File: config.mk
export PLATFORM = sky130hd
export DESIGN_NAME = arm_cpu
export DESIGN_NICKNAME = d
export VERILOG_FILES = /design/src/rtl/arm_cpu_pkg.sv /design/src/rtl/arm_alu_shifter.sv /design/src/rtl/arm_cpu.sv
export SDC_FILE = /design/constraint.sdc
export NUM_CORES = 2
export LEC_CHECK = 0
export ABC_AREA = 1
export CAP_MARGIN = 10
export CORE_ASPECT_RATIO = 1.5
export CORE_UTILIZATION = 40
export DETAILED_ROUTE_END_ITERATION = 8
export PLACE_DENSITY = 0.66
export SYNTH_ARGS = -nofsm -noshare
export SYNTH_HDL_FRONTEND = slang
export SYNTH_HIERARCHICAL = 1
export SYNTH_SLANG_ARGS = --single-unit
File: constraint.sdc
create_clock -name clk -period 6.4 [get_ports clk]
set_input_delay 0.64 -clock clk [delete_from_list [all_inputs] [get_ports clk]]
set_output_delay 0.64 -clock clk [all_outputs]
set_load 0.005 [all_outputs]
File: src/rtl/arm_cpu_pkg.sv
// Shared types and constants for the arm_cpu core: FSM states, opcodes,
// shift types, status flag positions and small decode helpers.
package arm_cpu_pkg;

  typedef enum logic [2:0] {
    S_WAIT,
    S_DECODE,
    S_RD_A,
    S_RD_B,
    S_RD_S,
    S_EXEC,
    S_WB
  } state_t;

  localparam logic [3:0] OP_AND = 4'b0000;
  localparam logic [3:0] OP_EOR = 4'b0001;
  localparam logic [3:0] OP_SUB = 4'b0010;
  localparam logic [3:0] OP_RSB = 4'b0011;
  localparam logic [3:0] OP_ADD = 4'b0100;
  localparam logic [3:0] OP_TST = 4'b1000;
  localparam logic [3:0] OP_CMP = 4'b1010;
  localparam logic [3:0] OP_ORR = 4'b1100;
  localparam logic [3:0] OP_MOV = 4'b1101;
  localparam logic [3:0] OP_MVN = 4'b1111;

  localparam logic [1:0] SH_LSL = 2'b00;
  localparam logic [1:0] SH_LSR = 2'b01;
  localparam logic [1:0] SH_ASR = 2'b10;
  localparam logic [1:0] SH_ROR = 2'b11;

  localparam int unsigned FLAG_N = 31;
  localparam int unsigned FLAG_Z = 30;
  localparam int unsigned FLAG_C = 29;
  localparam int unsigned FLAG_V = 28;

  function automatic logic op_writes(input logic [3:0] op);
    case (op)
      OP_AND, OP_EOR, OP_SUB, OP_RSB, OP_ADD,
      OP_ORR, OP_MOV, OP_MVN: return 1'b1;
      default:                return 1'b0;
    endcase
  endfunction

  function automatic logic op_valid(input logic [3:0] op);
    return op_writes(op) || (op == OP_TST) || (op == OP_CMP);
  endfunction

  // Zero-amount rotate works because a 32-bit left shift by 32 yields 0.
  function automatic logic [31:0] ror32(input logic [31:0] v, input logic [4:0] n);
    return (v >> n) | (v << (6'd32 - {1'b0, n}));
  endfunction

endpackage

File: src/rtl/arm_alu_shifter.sv
// Combinational operand-2 shifter and ALU producing the result word and
// the NZCV flags that the top level may latch.
module arm_alu_shifter
  import arm_cpu_pkg::*;
(
  input  logic [31:0] a,
  input  logic [31:0] b,
  input  logic [7:0]  s_amt,
  input  logic        imm_sel,
  input  logic [3:0]  op,
  input  logic [11:0] shf,
  output logic [31:0] result,
  output logic [3:0]  nzcv
);

  logic [31:0] op2;
  logic [7:0]  amt;
  logic [32:0] sum;
  logic        c_f;
  logic        v_f;

  always_comb begin
    amt = shf[4] ? s_amt : {3'b000, shf[11:7]};
    op2 = '0;
    if (imm_sel) begin
      op2 = ror32({24'd0, shf[7:0]}, {shf[11:8], 1'b0});
    end else begin
      case (shf[6:5])
        SH_LSL:  op2 = (amt >= 8'd32) ? '0 : (b << amt);
        SH_LSR:  op2 = (amt >= 8'd32) ? '0 : (b >> amt);
        SH_ASR:  op2 = (amt >= 8'd32) ? {32{b[31]}} : $unsigned($signed(b) >>> amt);
        default: op2 = ror32(b, amt[4:0]);
      endcase
    end
  end

  // C is a borrow on subtraction (set when minuend < subtrahend).
  always_comb begin
    result = '0;
    sum    = '0;
    c_f    = 1'b0;
    v_f    = 1'b0;
    case (op)
      OP_AND, OP_TST: result = a & op2;
      OP_EOR:         result = a ^ op2;
      OP_ORR:         result = a | op2;
      OP_MOV:         result = op2;
      OP_MVN:         result = ~op2;
      OP_ADD: begin
        sum    = {1'b0, a} + {1'b0, op2};
        result = sum[31:0];
        c_f    = sum[32];
        v_f    = (a[31] == op2[31]) && (result[31] != a[31]);
      end
      OP_SUB, OP_CMP: begin
        result = a - op2;
        c_f    = a < op2;
        v_f    = (a[31] != op2[31]) && (result[31] != a[31]);
      end
      OP_RSB: begin
        result = op2 - a;
        c_f    = op2 < a;
        v_f    = (op2[31] != a[31]) && (result[31] != op2[31]);
      end
      default: result = '0;
    endcase
    nzcv = {result[31], result == '0, c_f, v_f};
  end

endmodule

File: src/rtl/arm_cpu.sv
// Multi-cycle data-processing core: FSM, 16x32 register file, operand
// latches and the NZCV status register around the shifter/ALU.
module arm_cpu
  import arm_cpu_pkg::*;
(
  input  logic        clk,
  input  logic        rst_n,
  input  logic [31:0] instr,
  input  logic [31:0] ram_data2,
  input  logic [31:0] PC,
  output logic        waiting,
  output logic [1:0]  sel_pc,
  output logic [10:0] dp_pc,
  output logic        ram_w_en1,
  output logic        ram_w_en2,
  output logic [10:0] ram_addr2,
  output logic [31:0] ram_in2,
  output logic [31:0] status_out,
  output logic [31:0] datapath_out
);

  state_t      state, state_nx;
  logic [31:0] rf [16];
  logic [31:0] ir, a_r, b_r, s_r, c_r;
  logic [3:0]  flags;
  logic [31:0] alu_res;
  logic [3:0]  alu_nzcv;
  logic [3:0]  op;
  logic        flag_en;
  logic        unused_ok;

  assign op        = ir[24:21];
  assign flag_en   = op_valid(op) && (ir[20] || op == OP_TST || op == OP_CMP);
  assign unused_ok = ^{ram_data2, PC, ir[31:26], s_r[31:8]};

  arm_alu_shifter u_alu (
    .a      (a_r),
    .b      (b_r),
    .s_amt  (s_r[7:0]),
    .imm_sel(ir[25]),
    .op     (op),
    .shf    (ir[11:0]),
    .result (alu_res),
    .nzcv   (alu_nzcv)
  );

  always_ff @(posedge clk) begin
    if (!rst_n) state <= S_WAIT;
    else        state <= state_nx;
  end

  always_comb begin
    state_nx = state;
    case (state)
      S_WAIT:   state_nx = S_DECODE;
      S_DECODE: state_nx = S_RD_A;
      S_RD_A:   state_nx = S_RD_B;
      S_RD_B:   state_nx = S_RD_S;
      S_RD_S:   state_nx = S_EXEC;
      S_EXEC:   state_nx = S_WB;
      S_WB:     state_nx = S_WAIT;
      default:  state_nx = S_WAIT;
    endcase
  end

  always_comb begin
    waiting = (state == S_WAIT);
    sel_pc  = (state == S_WB) ? 2'b01 : 2'b00;
  end

  // C and flags are captured on the EXEC->WB edge; NOPs still load C with 0.
  always_ff @(posedge clk) begin
    if (!rst_n) begin
      ir    <= '0;
      a_r   <= '0;
      b_r   <= '0;
      s_r   <= '0;
      c_r   <= '0;
      flags <= '0;
    end else begin
      case (state)
        S_DECODE: ir  <= instr;
        S_RD_A:   a_r <= rf[ir[19:16]];
        S_RD_B:   b_r <= rf[ir[3:0]];
        S_RD_S:   s_r <= rf[ir[11:8]];
        S_EXEC: begin
          c_r <= alu_res;
          if (flag_en) flags <= alu_nzcv;
        end
        default: ;
      endcase
    end
  end

  // Register file has no reset; an asserted reset suppresses the write.
  always_ff @(posedge clk) begin
    if (rst_n && state == S_WB && op_writes(op)) rf[ir[15:12]] <= c_r;
  end

  always_comb begin
    status_out         = '0;
    status_out[FLAG_N] = flags[3];
    status_out[FLAG_Z] = flags[2];
    status_out[FLAG_C] = flags[1];
    status_out[FLAG_V] = flags[0];
  end

  assign datapath_out = c_r;
  assign dp_pc        = c_r[10:0];
  assign ram_addr2    = c_r[10:0];
  assign ram_in2      = b_r;
  assign ram_w_en1    = 1'b0;
  assign ram_w_en2    = 1'b0;

endmodule

==> reports/qor.csv <==
metric,value,unit
Relative slew margins,12.40,%
Crit path max-delay family,simple AND/OR/NAND/NOR gates,
"Seq/Total Area, Yosys",36.69,%
worst hold path class,reg2reg,
CTS sink cnt,650,
"Clk Latency, worst-skew pair",0.65,ns
# nets final,7873,
Mapped Avg Cell Area,6.603,um2
Synth Cell Area,49440,um2
initial core utilization,40.40,%
DRC,0,
CP bufs+invs,6,
RSZ-0062 raised after global routing,no,
met3 wire len,18600,um
combinational share of power,47.3,%
Non-Filler Instances,9286,
"slowest stage delay, CP",0.46,ns
status,completed,
layout cells sized above 1,8.453,%
Seq pwr share,29.8,%
Post-Route M1 WL,86510,um
Synth async-reset ratio,0,%
switching pwr,6.860,mW
Max Fclk,163.5,MHz
period utilisation layout,95.56,%
top_reg_cell synth,edfxtp_1,
Synth Register Bits,650,
first-pass GRT wire length,339900,um
Routed WL,236900,um
Setup crit start kind,register,
pre-CTS setup slack,0.1202,ns
Rows,157,
Post-Syn Instances,7487,
Unique masters post-synth,59,
max-cap violations,0,
clk buf depth,3,
"EDFF count, synth",512,
DIE AREA,125000,um2
Placed Instances,9172,
clk slew on worst S/H paths,0.07,ns
GRT Util Overall,37.17,%
"commonest non-fill, non-tap cell in the layout",nand2_1,
die width,289.0,um
sw frac,43.85,%
Top Metal Used,met5,
GPL Wtd Cong,1.041,
Static Leak,26.11,nW
Setup TNS Final,0,ns
CP arrival,6.71,ns
CP max-delay cell,fa_1,
Clock Skews,0.03034,ns
worst-path fanout max,22,
Clk pwr share,22.9,%
largest net degree at the start of global routing,186,
Post-DRT Antenna Nets,0,
Pre-Repair DR Iteration Count,6,
final setup vio count,0,
required time worst endpoint,7.00,ns
via/cell ratio,5.769,
vias,53570,
core area,122400,um2
total I/O pin count,221,
IO buf count,119,
gr ovfl total,0,
PwrDens,279.3,nW/um2
Setup CP Type,reg2reg,
"commonest cells after routing, fill and taps aside","nand2_1 (2204), nand3_1 (1736), inv_1 (940), edfxtp_1 (512), nor2_1 (491)",
post-layout min period,6.116,ns
Max H-tree Level,2,
area grow syn2layout,13.29,%
initial antenna violation count,13,
Root Driver,clkbuf_16,
cell internal pwr,8.784,mW
cell mode on critical path,nor2_1,
worst setup margin,0.2840,ns
Peak VDD IR,0.0002118,V
Final Hold Vio Count,0,
worst-margin pin slew,1.314,ns
CTS buffer count,57,
Synth Warn #,6,
vias in the first global route,50300,
Slew Limit Fails,0,
CP Capture Type,register,
post-DP HPWL,167700,um
metal2 WL,111500,um
post-DR wirelength/cell,25.51,um
number of post-CTS setup repair buffers,0,
"Hold-fix buffers, CTS",0,
total power draw,15.64,mW
CTS tree,yes,
final cell utilization of the core,45.77,%
Chip Height,432.6,um
DRT iter0 DRCs,6332,
-- cell families after synthesis --
family | Yosys count | share of synthesized area [%]
fa+ha+maj | 133 | 3.412
other cells | 1 | 0.007585
compound gates | 673 | 7.770
xor+xnor | 9 | 0.1746
flops | 650 | 36.69
buf+inv | 1457 | 12.27
simple gates | 4564 | 39.68
-- flip-flops by register name, summed over array words and instances, names as in the netlist, named ones only --
register,count
a_r,32
datapath_out,32
flags,4
ir,26
ram_in2,32
rf,512
s_r,8
state,3
-- layer usage --
metal | GRT usage [%] | up-vias
met5 | 0 | -
li1 | - | 24670
met4 | 27.54 | 8
met2 | 61.55 | 3054
met3 | 4.273 | 790
met1 | 44.10 | 25050
-- worst reg2reg max path, delay by kind of cell, from the launching register on --
family          cells  cell delay, ns
simple gates       18            2.61
buf+inv             6            1.15
compound gates      7            1.23
fa+ha+maj           2            0.68
flops               1            0.42
-- stage by stage --
stage                     cell area [um2]  hold WS, ns
after floorplan                     49550       0.4245
after global placement              54020       0.4753
after detailed placement            54020       0.4866
after CTS                           55900       0.5032
after global routing                56000       0.5223
final                               56010       0.4926
-- final cells by class --
type / count / area, um2
tap: 1590 / 1989
inverter: 966 / 3657
multi-input combinational: 5410 / 25580
antenna: 6 / 15.01
timing repair buffer: 557 / 4726
sequential: 650 / 18160
clock buffer: 72 / 1554
fill: 12490 / 66370
clock inverter: 35 / 329.1
-- cells in the mapped netlist, types with 27 or more instances --
| cell | count | area share, % |
|---|---|---|
| a21oi_1 | 248 | 2.5 |
| nor2_1 | 513 | 3.9 |
| o22ai_1 | 27 | 0.34 |
| dfxtp_1 | 138 | 5.6 |
| o211ai_1 | 30 | 0.46 |
| ha_1 | 130 | 3.3 |
| nand4_1 | 32 | 0.40 |
| inv_1 | 948 | 7.2 |
| edfxtp_1 | 512 | 31 |
| nand2_1 | 2205 | 17 |
| clkbuf_1 | 157 | 1.2 |
| buf_2 | 202 | 2.0 |
| buf_1 | 49 | 0.37 |
| o21ai_0 | 227 | 2.3 |
| buf_4 | 75 | 1.1 |
| nand3_1 | 1736 | 18 |
| o21a_1 | 42 | 0.64 |
-- final timing paths --
| kind | start | end | slack [ns] | cells after the start |
|---|---|---|---|---|
| worst max-delay path | ir[4]$_SDFFE_PN0N_ | flags[2]$_SDFFE_PN0P_ | 0.28 | 33 |
| worst min-delay path | flags[2]$_SDFFE_PN0P_ | flags[2]$_SDFFE_PN0P_ | 0.49 | 2 |
| worst max register to register | ir[4]$_SDFFE_PN0N_ | flags[2]$_SDFFE_PN0P_ | 0.28 | 33 |
| worst min register to register | flags[2]$_SDFFE_PN0P_ | flags[2]$_SDFFE_PN0P_ | 0.49 | 2 |
-- repair_timing --
| action | CTS | global route |
|---|---|---|
| hold endpoints to repair | 0 | 0 |
| setup endpoints to repair | 0 | 2 |
| resized for setup | 0 | 32 |
-- power groups by stage --
| stage | clock network (mW) | registers, mW | logic [mW] |
|---|---|---|---|
| after floorplan | 0 | 4.70 | 3.94 |
| after global placement | 0 | 4.75 | 7.16 |
| after detailed placement | 0 | 4.76 | 7.14 |
| after CTS | 3.61 | 4.66 | 7.17 |
| after global routing | 3.74 | 4.67 | 7.87 |
| final | 3.58 | 4.67 | 7.40 |
Note: power is estimated with default switching activity, not from simulation.
